$ cat src/rtl/cp_pkg.sv
// Shared definitions for the cyclic-prefix inserter: read-FSM states, default sizes, clog2 helper.
package cp_pkg;

  typedef enum logic [1:0] {
    ST_IDLE = 2'd0,
    ST_CP   = 2'd1,
    ST_BODY = 2'd2
  } rd_state_t;

  localparam int DEF_DATA_W = 16;
  localparam int DEF_N      = 16;
  localparam int DEF_CP_LEN = 4;

  function automatic int cp_clog2(input int v);
    int r;
    r = 0;
    while ((1 << r) < v) r++;
    return r;
  endfunction

endpackage

$ cat src/rtl/cp_bank_ram.sv
// Two-bank x N-entry sample store: one synchronous write port, one asynchronous read port, no data reset.
module cp_bank_ram #(
  parameter int WORD_W = 32,
  parameter int N      = 16,
  parameter int IDX_W  = 4
) (
  input  logic              clk,
  input  logic              we,
  input  logic              wbank,
  input  logic [IDX_W-1:0]  widx,
  input  logic [WORD_W-1:0] wdata,
  input  logic              rbank,
  input  logic [IDX_W-1:0]  ridx,
  output logic [WORD_W-1:0] rdata
);

  logic [WORD_W-1:0] mem [2*N];

  always_ff @(posedge clk) begin
    if (we) mem[{wbank, widx}] <= wdata;
  end

  assign rdata = mem[{rbank, ridx}];

endmodule

$ cat src/rtl/cp_inserter.sv
// Cyclic-prefix inserter: ping-pong buffers IFFT symbols and replays the last CP_LEN samples before the body.
// Optional status outputs (sym_cnt, frame_err) are enabled by defining CPI_STATUS_EN.
module cp_inserter
  import cp_pkg::*;
#(
  parameter int DATA_W = DEF_DATA_W,
  parameter int N      = DEF_N,
  parameter int CP_LEN = DEF_CP_LEN
) (
  input  logic                     clk,
  input  logic                     rst,
  input  logic                     in_valid,
  input  logic signed [DATA_W-1:0] in_real,
  input  logic signed [DATA_W-1:0] in_imag,
  input  logic                     in_last,
  output logic                     in_ready,
  output logic                     out_valid,
  output logic signed [DATA_W-1:0] out_real,
  output logic signed [DATA_W-1:0] out_imag,
  output logic                     out_sof,
  output logic                     out_eof,
  input  logic                     out_ready
`ifdef CPI_STATUS_EN
  ,
  output logic [15:0]              sym_cnt,
  output logic                     frame_err
`endif
);

  localparam int IDX_W = cp_clog2(N);
  localparam logic [IDX_W-1:0] LAST_IDX = IDX_W'(N - 1);
  localparam logic [IDX_W-1:0] CP_START = IDX_W'(N - CP_LEN);

  logic [1:0]          full;
  logic                wr_bank;
  logic [IDX_W-1:0]    wr_idx;
  logic                rd_bank;
  logic [IDX_W-1:0]    rd_idx;
  logic [IDX_W-1:0]    rd_idx_next;
  rd_state_t           state;
  rd_state_t           state_next;
  logic                rd_done;
  logic                wr_en;
  logic                frame_evt;
  logic [2*DATA_W-1:0] rd_data;

  assign in_ready  = ~full[wr_bank];
  assign wr_en     = in_valid & in_ready;
  // in_last only matters when it cuts a symbol short; on the final sample it is redundant.
  assign frame_evt = wr_en & in_last & (wr_idx != LAST_IDX);

  cp_bank_ram #(
    .WORD_W (2*DATA_W),
    .N      (N),
    .IDX_W  (IDX_W)
  ) u_ram (
    .clk   (clk),
    .we    (wr_en),
    .wbank (wr_bank),
    .widx  (wr_idx),
    .wdata ({in_real, in_imag}),
    .rbank (rd_bank),
    .ridx  (rd_idx),
    .rdata (rd_data)
  );

  always_ff @(posedge clk) begin
    if (rst) begin
      full    <= 2'b00;
      wr_bank <= 1'b0;
      wr_idx  <= '0;
    end else begin
      if (wr_en) begin
        if (wr_idx == LAST_IDX) begin
          full[wr_bank] <= 1'b1;
          wr_bank       <= ~wr_bank;
          wr_idx        <= '0;
        end else if (in_last) begin
          wr_idx <= '0;
        end else begin
          wr_idx <= wr_idx + IDX_W'(1);
        end
      end
      // Writer only targets a free bank and reader only frees a full one, so these never hit the same bit.
      if (rd_done) full[rd_bank] <= 1'b0;
    end
  end

  always_ff @(posedge clk) begin
    if (rst) begin
      state   <= ST_IDLE;
      rd_idx  <= '0;
      rd_bank <= 1'b0;
    end else begin
      state  <= state_next;
      rd_idx <= rd_idx_next;
      if (rd_done) rd_bank <= ~rd_bank;
    end
  end

  always_comb begin
    state_next  = state;
    rd_idx_next = rd_idx;
    rd_done     = 1'b0;
    out_valid   = 1'b0;
    out_sof     = 1'b0;
    out_eof     = 1'b0;
    case (state)
      ST_IDLE: begin
        if (full[rd_bank]) begin
          state_next  = ST_CP;
          rd_idx_next = CP_START;
        end
      end
      ST_CP: begin
        out_valid = 1'b1;
        out_sof   = (rd_idx == CP_START);
        if (out_ready) begin
          if (rd_idx == LAST_IDX) begin
            state_next  = ST_BODY;
            rd_idx_next = '0;
          end else begin
            rd_idx_next = rd_idx + IDX_W'(1);
          end
        end
      end
      ST_BODY: begin
        out_valid = 1'b1;
        out_eof   = (rd_idx == LAST_IDX);
        if (out_ready) begin
          if (rd_idx == LAST_IDX) begin
            rd_done     = 1'b1;
            state_next  = ST_IDLE;
            rd_idx_next = '0;
          end else begin
            rd_idx_next = rd_idx + IDX_W'(1);
          end
        end
      end
      default: state_next = ST_IDLE;
    endcase
  end

  // Data is forced to zero whenever no sample is being offered.
  assign out_real = out_valid ? rd_data[2*DATA_W-1:DATA_W] : '0;
  assign out_imag = out_valid ? rd_data[DATA_W-1:0]        : '0;

`ifdef CPI_STATUS_EN
  always_ff @(posedge clk) begin
    if (rst) begin
      sym_cnt   <= 16'd0;
      frame_err <= 1'b0;
    end else begin
      if (rd_done)   sym_cnt   <= sym_cnt + 16'd1;
      if (frame_evt) frame_err <= 1'b1;
    end
  end
`else
  logic unused_frame_evt;
  assign unused_frame_evt = frame_evt;
`endif

endmodule

$ cat config.mk
export PLATFORM = sky130hd
export DESIGN_NAME = cp_inserter
export DESIGN_NICKNAME = d
export VERILOG_FILES = /design/src/rtl/cp_pkg.sv /design/src/rtl/cp_bank_ram.sv /design/src/rtl/cp_inserter.sv
export SDC_FILE = /design/constraint.sdc
export NUM_CORES = 1
export LEC_CHECK = 0
export CAP_MARGIN = 10
export CORE_ASPECT_RATIO = 0.7
export CORE_MARGIN = 5
export CORE_UTILIZATION = 45
export CTS_BUF_LIST = sky130_fd_sc_hd__clkbuf_8
export CTS_CLUSTER_DIAMETER = 150
export DETAILED_ROUTE_END_ITERATION = 7
export SKIP_CTS_REPAIR_TIMING = 1
export SLEW_MARGIN = 20
export SYNTH_ARGS = -nofsm -noshare
export SYNTH_HDL_FRONTEND = slang
export SYNTH_SLANG_ARGS = --single-unit
$ cat constraint.sdc
create_clock -name clk -period 9.2 [get_ports clk]
set_input_delay 1.84 -clock clk [delete_from_list [all_inputs] [get_ports clk]]
set_output_delay 1.84 -clock clk [all_outputs]
set_load 0.01 [all_outputs]
==> results of run 1 <==
tightest hold or removal path: cells and delay by family, from the launching register on:
kind | cells | cell delay, ns
DFF | 1 | 0.35
and+or+nand+nor | 1 | 0.07
AOI/OAI and AO/OA | 1 | 0.05
layout make-up:
type                       count  area [um^2]  area share [%]
sequential                  1038        31000            69.4
multi-input combinational    665         8390            18.8
clock buffer                 155         2130            4.77
tap                         1162         1450            3.25
timing repair buffer         124         1120            2.50
clock inverter               107          534            1.19
inverter                      12         45.0           0.101
antenna                        1         2.50         0.00560
power by group through the flow:
stage          sequential [uW]  clock, uW  combinational [uW]
3_3_place_gp              5310          0                 117
2_1_floorplan             5310          0                31.9
3_5_place_dp              5320          0                 124
5_1_grt                   5210       3660                 134
4_1_cts                   5220       3430                 124
6_report                  5220       3360                 123
state kept, by name, indices dropped and copies added, names as in the netlist:
register / cells
wr_idx: 4
u_ram.mem: 1024
state: 2
full: 2
rd_bank: 1
rd_idx: 4
wr_bank: 1
cell usage in the layout (no fill, tap or decap), types with 10 or more instances in the layout:
cell                                 n
sky130_fd_sc_hd__nand2_1            13
sky130_fd_sc_hd__nor3b_1            31
sky130_fd_sc_hd__clkbuf_8          155
sky130_fd_sc_hd__ha_1               11
sky130_fd_sc_hd__clkdlybuf4s50_1    66
sky130_fd_sc_hd__mux2i_1           133
sky130_fd_sc_hd__buf_4              49
sky130_fd_sc_hd__a22o_1             62
sky130_fd_sc_hd__inv_1              70
sky130_fd_sc_hd__nor2_4             32
sky130_fd_sc_hd__o22ai_1            62
sky130_fd_sc_hd__a2111oi_0          62
sky130_fd_sc_hd__edfxtp_1         1024
sky130_fd_sc_hd__dfxtp_1            10
sky130_fd_sc_hd__mux4_2            193
sky130_fd_sc_hd__clkinv_1           24
sky130_fd_sc_hd__clkinv_2           11
cells in the mapped netlist (2+ instances only):
cell type / count / area [um^2]
sky130_fd_sc_hd__or2_2: 4 / 25.0
sky130_fd_sc_hd__edfxtp_1: 1024 / 30700
sky130_fd_sc_hd__nor3b_1: 31 / 233
sky130_fd_sc_hd__buf_2: 9 / 45.0
sky130_fd_sc_hd__inv_1: 12 / 45.0
sky130_fd_sc_hd__o221a_2: 2 / 22.5
sky130_fd_sc_hd__mux2i_1: 133 / 1330
sky130_fd_sc_hd__nor2b_1: 2 / 12.5
sky130_fd_sc_hd__nand3b_1: 3 / 22.5
sky130_fd_sc_hd__and2_1: 2 / 12.5
sky130_fd_sc_hd__a311oi_1: 2 / 17.5
sky130_fd_sc_hd__or3_1: 2 / 12.5
sky130_fd_sc_hd__buf_6: 9 / 101
sky130_fd_sc_hd__a22o_1: 62 / 543
sky130_fd_sc_hd__and3_1: 2 / 12.5
sky130_fd_sc_hd__nor2_1: 40 / 150
sky130_fd_sc_hd__a21oi_1: 9 / 45.0
sky130_fd_sc_hd__o22ai_1: 62 / 388
sky130_fd_sc_hd__buf_4: 19 / 143
sky130_fd_sc_hd__nand3_1: 10 / 50.1
sky130_fd_sc_hd__clkbuf_1: 58 / 218
sky130_fd_sc_hd__dfxtp_1: 14 / 280
sky130_fd_sc_hd__nand2_1: 13 / 48.8
sky130_fd_sc_hd__buf_1: 13 / 48.8
sky130_fd_sc_hd__o21ai_0: 2 / 10.0
sky130_fd_sc_hd__mux4_2: 193 / 4350
sky130_fd_sc_hd__a2111oi_0: 62 / 543
sky130_fd_sc_hd__ha_1: 12 / 150
kinds of logic after synthesis:
kind of cell	synth area share (%)
AO/OA/AOI/OAI	4.15
XOR/XNOR	0.0220
adder cells (fa/ha/maj)	0.378
buffers and inverters	1.51
flip-flops	78.1
multiplexers	14.3
AND/OR/NAND/NOR	1.59
worst max path at each step:
stage                                   to  slack [ns]  cells past startpoint       from
after floorplan           u_ram.mem[21][0]        5.20                      3   in_valid
after global placement        out_imag[12]        3.46                      6  rd_idx[1]
after detailed placement      out_imag[12]        3.40                      6  rd_idx[1]
after CTS                     out_imag[12]        2.49                      6  rd_idx[1]
after global routing          out_real[15]        2.44                      7  rd_idx[1]
final                          out_real[1]        2.60                      6  rd_idx[1]
stage by stage:
step                util, %  total power (uW)  hold WS (ns)  setup WS, ns  instances
finish                 50.9              8700         0.529          2.60       3264
detailed placement     47.9              5440         0.515          3.40       3001
CTS                    50.9              8770         0.521          2.49       3263
global route           50.9              9010         0.566          2.44       3263
floorplan                 -              5350         0.477          5.20       1823
global placement       47.9              5430         0.499          3.46       3001
layer usage:
layer	share of wire [%]	vias to the layer above	routed length (um)
met5	0.0069	-	7
met4	1.4	2	1430
met3	8.1	121	8210
met2	46	866	46100
met1	45	10600	45600
li1	-	8124	-
==> out/results.md, run 1 <==
| Step | Quantity | This run |
|:---|:---|:---|
| sta | Setup violators final | 0 |
| critical path | Element type at the critical path end | primary output |
| floorplanning | Starting density of the core | 45.2% |
| final layout | Net count of the finished layout | 2041 |
| run status | Result of the run | finished, final reports clean |
| clock network | Clock tree from TritonCTS | yes |
| synth | Average cell area after synthesis | 21.8 um^2 |
| placement | Final estimated routing congestion in global placement | 0.735 |
| floorplanning | Die X | 365 um |
| sta | Final critical-path share of the clock period | 71.8% |
| worst hold path | Worst Hold Class | reg2reg |
| detailed routing | Drt via density | 6.05 |
| sta | Final Skew | 0.0198 ns |
| critical path | Critical path launch point type | flop |
| global route | Vias in the first global route | 20100 |
| floorplanning | Num rows | 91 |
| detailed routing | Overall via count from detail_route | 19700 |
| pwr | Reported net switching power | 1810 uW |
| synth | #FFs+latches synth | 1038 |
| critical path | Slowest-stage cell, CP | sky130_fd_sc_hd__nor2b_4 |
| pwr | Static power due to leakage | 0.0133 uW |
| synth | Post-Synthesis Cell Area | 39700 um^2 |
| floorplanning | Number of placed I/O pins | 73 |
| sta | Final critical delay including setup and external delays | 6.60 ns |
| sta | Slew @ Worst Pin | 1.08 ns |
| pwr | Internal Dissipation | 6890 uW |
| placement | Total of buffers placed on input and output ports | 72 |
| critical path | R2r setup slk | 5.48 ns |
| placement | Area post-placement | 42100 um^2 |
| final layout | Synth-to-layout area growth | 12.5% |
| synth | Count of flip-flops with a built-in enable after synthesis | 1024 |
| clock network | Clock tree root buffer cell | sky130_fd_sc_hd__clkbuf_8 |
| pwr | Sw frac | 20.8% |
| detailed routing | Routed Wire Length | 101000 um |
| clock network | Worst-Skew Late Latency | 0.81 ns |
| critical path | Arr. time, crit path | 4.76 ns |
| global route | Global-route wire length before repair | 145000 um |
| critical path | Endpoint of the lowest-slack register-to-register path | u_ram.mem[15][7] |
| global route | Initial antenna violation count | 3 |
| global route | Overall fraction of global-route tracks in use | 21.7% |
| clock network | Clock-pin slew on the worst setup and hold paths | 0.06 ns |
| detailed routing | Detailed-route DRC error count | 0 |
| clock network | CTS H-tree depth | 4 |
| sta | Setup repair after global routing missed its margin | false |
| worst hold path | Worst hold path startpoint | wr_idx[1] |
| synth | Sequential fraction of the synthesis area | 78.1% |
| placement | HPWL after DPL | 50300 um |
| run | Number of maximum-capacitance violations | 0 |
| detailed routing | Wirelength per Cell | 31.0 um |
| pwr | Peak supply drop | 0.136 mV |
| critical path | Crit-path cells | nor2b_4, buf_4, a22o_1, a2111oi_0, nor3b_1, clkdlybuf4s50_1 |
| detailed routing | Initial DRT Pass Iterations | 5 |
| critical path | Highest cell delay on the worst timing path | 0.85 ns |
| pwr | Portion of total power attributed to the clock network | 38.6% |
| detailed routing | DRT antenna net count | 0 |
| sta | Fmax | 0.151 GHz |
| floorplanning | Placeable Area | 87900 um^2 |
| synth | Number of distinct library cells after synthesis | 45 |
| synth | Synthesized netlist net count | 1872 |
| sta | Setup total negative slack | 0 ns |
| pwr | Power density relative to cell area | 195 nW/um^2 |
| pwr | Flop pwr share | 60.0% |
| floorplanning | Overall die height | 259 um |
| synth | Number of cells produced by synthesis | 1823 |
| critical path | Max Fanout on Critical Path | 39 |
| clock network | Total CTS buffers | 151 |
| worst hold path | Worst hold path depth | 2 |
| critical path | Crit path kind | reg2out |
| sta | Final hold violation count | 0 |
| synth | Synth Flop Type | sky130_fd_sc_hd__edfxtp_1 |
| final layout | Fraction of final layout cells with drive strength greater than 1 | 22.8% |
| global route | Highest-utilization routing layer at the global route stage | met1 |
| critical path | Buf+Inv Stages, Crit Path | 2 |
| synth | Ys async rst share | 0% |
| critical path | Startpoint of the worst-slack reg-to-reg timing path | wr_bank |
| synth | Yosys warning total | 0 |
| clock network | Sink count of the clock tree | 1038 |
| final layout | Post-route cell area | 44700 um^2 |
| global route | Residual overflow from global routing | 0 |
| sta | Slew Viols, Final | 0 |
| critical path | Cells on worst reg2reg path | 5 |
| critical path | Data required time at the worst endpoint | 7.36 ns |
| final layout | Number of inserted filler cells in the final layout | 6990 |
| global route | Met1 Resource Use GR | 33.0% |
| sta | Remaining max-slew budget at the tightest pin | 27.8% |
| clock network | Max clock buf depth | 3 |
| worst hold path | Worst hold endpoint | wr_idx[1] |
| detailed routing | Initial DRC count | 2437 |
| floorplanning | Area of the die | 94500 um^2 |
| pwr | Fraction of power consumed by combinational cells | 1.4% |
| critical path | Gate family responsible for the most delay along the worst path | simple AND/OR/NAND/NOR gates |
| global route | Met2 layer usage reported by global route | 32.4% |
| global route | Met3 layer usage reported by global route | 4.51% |
| global route | Maximum number of pins on one net before global-route repair | 101 |
Power figures use the tool's default switching activity.
==> run 2: changes to the inputs <==
==> constraint.sdc (replaced) <==
create_clock -name clk -period 6 [get_ports clk]
set_input_delay 1.2 -clock clk [delete_from_list [all_inputs] [get_ports clk]]
set_output_delay 1.2 -clock clk [all_outputs]
set_load 0.01 [all_outputs]
==> out/results.md, run 2 (synthesis results as in run 1) <==
| Step | Quantity | This run | vs previous |
|:---|:---|:---|:---|
| detailed routing | Drt via density | 6.02 | was 6.05 |
| clock network | Sink count of the clock tree | 1038 | unchanged |
| global route | Global-route wire length before repair | 143000 um | was 145000 um |
| clock network | Clock tree root buffer cell | sky130_fd_sc_hd__clkbuf_8 | unchanged |
| floorplanning | Starting density of the core | 45.2% | unchanged |
| critical path | Instance count on the critical path | 6 | unchanged |
| floorplanning | Placeable Area | 87900 um^2 | unchanged |
| detailed routing | Routed Wire Length | 99900 um | was 101000 um |
| final layout | Largest register by flop count | u_ram.mem | unchanged |
| floorplanning | Overall die height | 259 um | unchanged |
| final layout | Fraction of final layout cells with drive strength greater than 1 | 23.9% | was 22.8% |
| sta | Final critical-path share of the clock period | 91.4% |  |
| detailed routing | Detailed-route DRC error count | 0 | unchanged |
| final layout | Leading cell type in the layout, fill and taps excluded | sky130_fd_sc_hd__edfxtp_1 | unchanged |
| placement | Post-Place Setup Slack | 1.21 ns | was 3.40 ns |
| critical path | Crit-path cells | buf_12, mux4_2, a22o_1, a2111oi_0, nor3b_1, clkdlybuf4s50_1 | was nor2b_4, buf_4, a22o_1, a2111oi_0, nor3b_1, clkdlybuf4s50_1 |
| sta | Setup violators final | 0 | unchanged |
| critical path | Max Fanout on Critical Path | 79 | was 39 |
| placement | HPWL after DPL | 53600 um | was 50300 um |
| final layout | Top library cells by usage in the layout, fill and taps aside | sky130_fd_sc_hd__edfxtp_1 (1024), sky130_fd_sc_hd__mux4_2 (193), sky130_fd_sc_hd__clkbuf_8 (164) | was sky130_fd_sc_hd__edfxtp_1 (1024), sky130_fd_sc_hd__mux4_2 (193), sky130_fd_sc_hd__clkbuf_8 (155) |
| sta | Setup total negative slack | 0 ns | unchanged |
| worst hold path | Worst hold path depth | 2 | unchanged |
| floorplanning | Area of the die | 94500 um^2 | unchanged |
| detailed routing | Initial DRT Pass Iterations | 5 | unchanged |
| clock network | Total CTS buffers | 156 | was 151 |
| pwr | Overall power of the completed layout | 13500 uW | was 8700 uW |
| critical path | Critical path launch point type | flop | unchanged |
| final layout | Net count of the finished layout | 2073 | was 2041 |
| sta | Final hold violation count | 0 | unchanged |
| detailed routing | DRT antenna net count | 0 | unchanged |
| critical path | Gate family responsible for the most delay along the worst path | buffers and inverters | was simple AND/OR/NAND/NOR gates |
| run status | Result of the run | finished, final reports clean | unchanged |
| global route | Initial antenna violation count | 4 | was 3 |
| placement | Total of buffers placed on input and output ports | 72 | unchanged |
| final layout | Registers with the most flip-flops | u_ram.mem (1024), rd_idx (4), wr_idx (4) | unchanged |
| sta | Setup repair after global routing missed its margin | false | unchanged |
| global route | Maximum number of pins on one net before global-route repair | 80 | was 101 |
| global route | Residual overflow from global routing | 0 | unchanged |
| clock network | Max clock buf depth | 3 | unchanged |
| worst hold path | Worst Hold Class | reg2reg | unchanged |
| clock network | Clock tree from TritonCTS | yes | unchanged |
| critical path | Arr. time, crit path | 4.28 ns | was 4.76 ns |
| run | Number of maximum-capacitance violations | 0 | unchanged |
| detailed routing | Initial DRC count | 2151 | was 2437 |
| sta | Final critical delay including setup and external delays | 5.48 ns |  |
| clock network | CTS H-tree depth | 4 | unchanged |
| final layout | Synth-to-layout area growth | 13.8% | was 12.5% |
| floorplanning | Die X | 365 um | unchanged |
| critical path | Buf+Inv Stages, Crit Path | 2 | unchanged |
| detailed routing | Overall via count from detail_route | 19800 | was 19700 |
| floorplanning | Number of placed I/O pins | 73 | unchanged |
| critical path | Highest cell delay on the worst timing path | 0.95 ns | was 0.85 ns |
| global route | Overall fraction of global-route tracks in use | 21.3% | was 21.7% |
| pwr | Static power due to leakage | 0.0135 uW | was 0.0133 uW |
| clock network | Worst-Skew Late Latency | 0.80 ns | was 0.81 ns |
| placement | Final estimated routing congestion in global placement | 0.755 | was 0.735 |
| critical path | Slowest-stage cell, CP | sky130_fd_sc_hd__dfxtp_4 | was sky130_fd_sc_hd__nor2b_4 |
| critical path | Element type at the critical path end | primary output | unchanged |
| critical path | Data required time at the worst endpoint | 4.80 ns | was 7.36 ns |
| global route | Vias in the first global route | 20200 | was 20100 |
| sta | Remaining max-slew budget at the tightest pin | 28.5% | was 27.8% |
| floorplanning | Num rows | 91 | unchanged |
| detailed routing | Wirelength per Cell | 30.3 um | was 31.0 um |
| sta | Final Worst Setup Slack | 0.516 ns | was 2.60 ns |
| critical path | Cells on worst reg2reg path | 5 | unchanged |
| clock network | Clock-pin slew on the worst setup and hold paths | 0.06 ns | about the same |
| pwr | Power density relative to cell area | 299 nW/um^2 | was 195 nW/um^2 |
| sta | Final Skew | 0.0244 ns | was 0.0198 ns |
| pwr | Peak supply drop | 0.196 mV | was 0.136 mV |
| sta | Fmax | 0.182 GHz |  |
| sta | Slew @ Worst Pin | 1.07 ns | was 1.08 ns |
| final layout | Flip-flop count of the largest register, all copies and words added | 1024 | unchanged |
| sta | Hold slack final | 0.535 ns | was 0.529 ns |
| critical path | Crit path kind | reg2out | unchanged |
| sta | Slew Viols, Final | 0 | unchanged |
-- run 2: worst reg2reg max path: stages, from the launching register on --
cell and delay, ns:
sky130_fd_sc_hd__dfxtp_1 0.54, sky130_fd_sc_hd__mux2i_1 0.44, sky130_fd_sc_hd__nand3_1 0.71, sky130_fd_sc_hd__or2_2 0.62
sky130_fd_sc_hd__inv_2 0.48, sky130_fd_sc_hd__buf_4 0.51
-- run 2: per-layer routing --
metal,track usage [%],routed length [um]
met1,31.4,44100
met2,31.7,45500
met3,5.37,8280
met4,6.59,2050
met5,0,7
-- run 2: area by class of cell --
class | instances | area (um^2)
tap | 1162 | 1450
antenna | 2 | 5.00
sequential | 1038 | 31000
clock inverter | 105 | 546
inverter | 12 | 45.0
multi-input combinational | 665 | 8390
fill | 6883 | 42600
timing repair buffer | 151 | 1510
clock buffer | 164 | 2260
-- run 2: report_power, final --
group | switching (uW) | total [uW] | internal [uW]
Combinational | 140 | 193 | 52.4
Sequential | 5.59 | 8000 | 7990
Clock | 2650 | 5330 | 2690
-- run 2: final timing paths --
check / to / slack, ns / startpoint
worst max-delay path: out_imag[6] / 0.52 / rd_idx[2]
worst min-delay path: wr_idx[0] / 0.53 / wr_idx[0]
worst max register to register: u_ram.mem[15][20] / 2.32 / wr_bank
worst min register to register: wr_idx[0] / 0.53 / wr_idx[0]
-- run 2: metrics by stage --
stage / instances / util, % / instance area, um^2
floorplan: 1823 / - / 39700
global placement: 3026 / 48.3 / 42400
detailed placement: 3027 / 48.3 / 42400
CTS: 3296 / 51.5 / 45200
global route: 3298 / 51.5 / 45200
finish: 3299 / 51.5 / 45200
